[src/rtl/quantum_measure_responder.sv]
// Fixed-latency measurement responder: collapses a 16-bit superposition mask against a Galois LFSR.
// Optional bit-flip noise injection is enabled by defining QMEAS_NOISE_EN.
module quantum_measure_responder #(
  parameter int unsigned LATENCY = 4,
  parameter logic [15:0] SEED    = 16'hACE1
) (
  input  logic        clk,
  input  logic        rst,
  input  logic        meas_req,
  input  logic [15:0] quantum_state,
  input  logic        seed_load,
  input  logic [15:0] seed_in,
  input  logic [7:0]  noise_rate,
  output logic [15:0] quantum_measurement,
  output logic        quantum_measure_valid,
  output logic        busy,
  output logic [31:0] meas_count,
  output logic [15:0] noise_count
);

  typedef enum logic [1:0] {
    IDLE,
    SETTLE,
    EMIT
  } state_t;

  localparam logic [15:0] TAPS     = 16'hB400;
  localparam logic [7:0]  CNT_INIT = 8'(LATENCY - 1);

  state_t      state, state_nx;
  logic [7:0]  cnt, cnt_nx;
  logic [15:0] lfsr, lfsr_nx;
  logic [15:0] latched, latched_nx;
  logic [15:0] result;
  logic        emit;
  logic        flip;

  always_comb begin
    state_nx   = state;
    cnt_nx     = cnt;
    lfsr_nx    = lfsr;
    latched_nx = latched;
    emit       = 1'b0;
    case (state)
      IDLE: begin
        // A seed load consumes the edge; a held request is taken on the next one.
        if (seed_load) begin
          lfsr_nx = (seed_in == 16'h0000) ? SEED : seed_in;
        end else if (meas_req) begin
          latched_nx = quantum_state;
          cnt_nx     = CNT_INIT;
          state_nx   = (LATENCY == 1) ? EMIT : SETTLE;
        end
      end
      SETTLE: begin
        cnt_nx = (cnt == 8'd0) ? 8'd0 : cnt - 8'd1;
        if (cnt <= 8'd1) state_nx = EMIT;
      end
      EMIT: begin
        emit     = 1'b1;
        lfsr_nx  = (lfsr >> 1) ^ (lfsr[0] ? TAPS : 16'h0000);
        state_nx = IDLE;
      end
      default: state_nx = IDLE;
    endcase
  end

`ifdef QMEAS_NOISE_EN
  always_comb begin
    flip   = (lfsr[15:8] < noise_rate);
    result = (latched & lfsr) ^ (flip ? (16'h0001 << lfsr[3:0]) : 16'h0000);
  end

  always_ff @(posedge clk or posedge rst) begin
    if (rst) begin
      noise_count <= '0;
    end else if (emit && flip && (noise_count != '1)) begin
      noise_count <= noise_count + 16'd1;
    end
  end
`else
  logic unused_noise;
  assign unused_noise = ^noise_rate;
  assign flip         = 1'b0;
  assign result       = latched & lfsr;
  assign noise_count  = '0;
`endif

  always_ff @(posedge clk or posedge rst) begin
    if (rst) begin
      state                 <= IDLE;
      cnt                   <= '0;
      lfsr                  <= SEED;
      latched               <= '0;
      quantum_measurement   <= '0;
      quantum_measure_valid <= 1'b0;
      busy                  <= 1'b0;
      meas_count            <= '0;
    end else begin
      state                 <= state_nx;
      cnt                   <= cnt_nx;
      lfsr                  <= lfsr_nx;
      latched               <= latched_nx;
      quantum_measure_valid <= emit;
      busy                  <= (state_nx != IDLE);
      if (emit) begin
        quantum_measurement <= result;
        meas_count          <= meas_count + 32'd1;
      end
    end
  end

endmodule
[config.mk]
export PLATFORM = sky130hd
export DESIGN_NAME = quantum_measure_responder
export DESIGN_NICKNAME = d
export VERILOG_FILES = /design/src/rtl/quantum_measure_responder.sv
export SDC_FILE = /design/constraint.sdc
export NUM_CORES = 1
export LEC_CHECK = 0
export ABC_AREA = 1
export CORE_MARGIN = 2
export CORE_UTILIZATION = 47
export DETAILED_ROUTE_END_ITERATION = 12
export PLACE_DENSITY_LB_ADDON = 0.1
export SETUP_SLACK_MARGIN = 0.15
export SLEW_MARGIN = 20
export SYNTH_ARGS = -nofsm -noshare
export SYNTH_HDL_FRONTEND = slang
export SYNTH_SLANG_ARGS = --single-unit
[constraint.sdc]
create_clock -name clk -period 5.8 [get_ports clk]
set_input_delay 1.16 -clock clk [delete_from_list [all_inputs] [get_ports clk]]
set_output_delay 1.16 -clock clk [all_outputs]
set_load 0.05 [all_outputs]
==> flow_summary.toml <==
[sta]
finalSetupViolations = 0
slew_viol_final = 0
fin_crit_sh_pct = 48.8
min_period_ns = 2.83
fin_skew_ns = 0.00553
maxSlewHeadroom_pct = 40.5
finalSetupTns_ns = 0
holdWs_ns = 0.477
tightestPinTransition_ns = 0.892
hold_viol_final = 0
rsz0062_at_grt = "no"
timing.fmax_mhz = 353

[yosys]
yosysTopAreaCell = "dfrtp_1"
yosysTopAreaCellShare_pct = 45.2
async_flop_share_pct = 100
yosysUniqueCellTypes = 36
ys_top_cells_by_area = "dfrtp_1, nand2_1, nor2_1"
synth_area_um2 = 4650
yosysSeqAreaShare_pct = 49.7
syn_inst = 553
avgSynthCellArea_um2 = 8.41
yosys-top-cells-count = "nand2_1, dfrtp_1, nor2_1, inv_1, nand3_1"
synth_top_flop_cell = "dfrtp_1"
synth_edf_count = 0
yosys_warnings = 0
yosys_register_bits = 92
yosysMostFrequentCell = "nand2_1"

[pwr]
p_leak_nw = 2.82
peakVddDrop_mv = 0.112
power_density_nw_per_um2 = 206

[setup_path]
cp.required_ns = 4.64
path_buf_inv = 1
slowest_delay_ns = 0.84
path_delay_family = "buffers and inverters"
cp_max_fo = 6
slowest_stage = "clkdlybuf4s50_1"
critical_path_class = "flop to primary output"
cp-end-kind = "primary output"
cp.arrival_ns = 1.67
startpoint_type = "flop"
path_cells = "clkdlybuf4s50_1"

[global_routing]
first_global_vias = 3536
antenna_found_initial = 0
grt_usage_pct = 19.9
grt_pass1_wl_um = 16500
grt-ovfl-total = 0
grt_max_degree = 52

[outcome]
status = "finished clean"

[die]
die_area_um2 = 10700
core.rowCount = 36
ios = 110
start_util_pct = 48.0
die-width_um = 103
fp.dieH_um = 103
coreArea_um2 = 9680

[clocking]
root_buffer = "clkbuf_8"
clock_latency_ns = 0.36
cts_tree = "done"
clk_pin_slew_ns = 0.09
cts_setup_buffers = 0
cts-htree-levels = 3
numCtsBuffers = 9
cts_buffer_depth = 2
ctsHoldBuffers = 0
cts_resized = 0
clkSinkCount = 92

[routing]
antenna_left = 0
num_vias = 3739
wl_per_cell_um = 12.8
vias_per_cell = 4.82
wl_um = 9930
drc = 0
drt-initial-drc-count = 122
drtPass1Iterations = 4

[place]
dpl.cell_count = 760
place_area_um2 = 5530
io_buffers = 85
place.gp.congestion = 0.891
hpwl_um = 7270

[finish]
fin_area_um2 = 5750
final_layout_size_suffix_gt1_share_pct = 8.71
fin_cells = 776
insertedDiodeCount = 0
syn_to_final_growth_pct = 23.5
nets = 685

[min_path]
min_path_type = "flop to flop"

[flow_run]
cap_violations = 0
layout by cell type (no fill, tap or decap), drive strengths merged:
master / n
inv: 59
clkinv: 5
nand4: 10
o22ai: 2
bufinv: 2
a21oi: 13
o21ai: 19
and3: 1
clkdlybuf4s50: 85
nand2: 166
xnor2: 14
dfrtp: 84
a22o: 9
a31oi: 4
nor2: 83
nand3: 27
ha: 3
nor3: 4
conb: 16
or2: 1
clkbuf: 11
dfstp: 8
xor2: 11
a22oi: 5
buf: 1
layout make-up:
type                            instances  area (um2)
Inverter                               61         234
Sequential cell                        92        2310
Tap cell                              133         166
Clock buffer                           11         141
Clock inverter                          5        75.1
Multi-Input combinational cell        388        1960
Fill cell                             896        3940
Timing Repair Buffer                   86         858
path summary, 6_finish.rpt:
path / start / to / slack [ns] / cells after the start
min reg2reg: latched[9] / latched[9] / 0.48 / 2
min: latched[9] / latched[9] / 0.48 / 2
max reg2reg: state[1] / cnt[0] / 3.88 / 6
max: meas_count[22] / meas_count[22] / 2.97 / 1
max in group asynchronous: rst / lfsr[5] / 3.48 / 3
min in group asynchronous: rst / meas_count[30] / 1.27 / 2
flip-flops by register name, indices dropped and copies added (netlist names):
signal	flops
quantum_measure_valid	1
meas_count	32
state	2
quantum_measurement	16
lfsr	16
latched	16
cnt	8
busy	1
where the power goes:
part	switching (mW)	total, mW	internal (mW)
Clock	0.221	0.474	0.253
Combinational	0.0443	0.0683	0.0241
Sequential	0	0.641	0.641
routing by layer:
layer  vias to the layer above  wire [um]  global-route usage (%)
met5                         -          0                       0
met4                         0        119                    5.16
met3                         9        471                    4.84
met2                        91       4650                    31.8
met1                      1766       4690                    27.3
li1                       1873          -                       -
metrics by stage:
step | power [mW] | util [%] | setup WS (ns)
2_1_floorplan | 0.700 | - | 2.26
3_3_place_gp | 0.723 | 57.1 | 2.69
3_5_place_dp | 0.723 | 57.1 | 2.64
4_1_cts | 1.19 | 59.3 | 2.95
5_1_grt | 1.22 | 59.3 | 2.87
6_report | 1.18 | 59.3 | 2.97
kinds of logic (layout without fill, tap and decap cells):
kind of cell    Yosys count  count (layout)  share of synthesized area (%)
xor+xnor                 25              25                           4.71
buf+inv                  88             163                           9.39
flops                    92              92                           49.7
fa+ha+maj                 3               3                          0.807
compound gates           52              52                           7.16
simple gates            292             292                           28.1
other cells               1              16                         0.0806
Note: power is estimated with default switching activity, not from simulation.
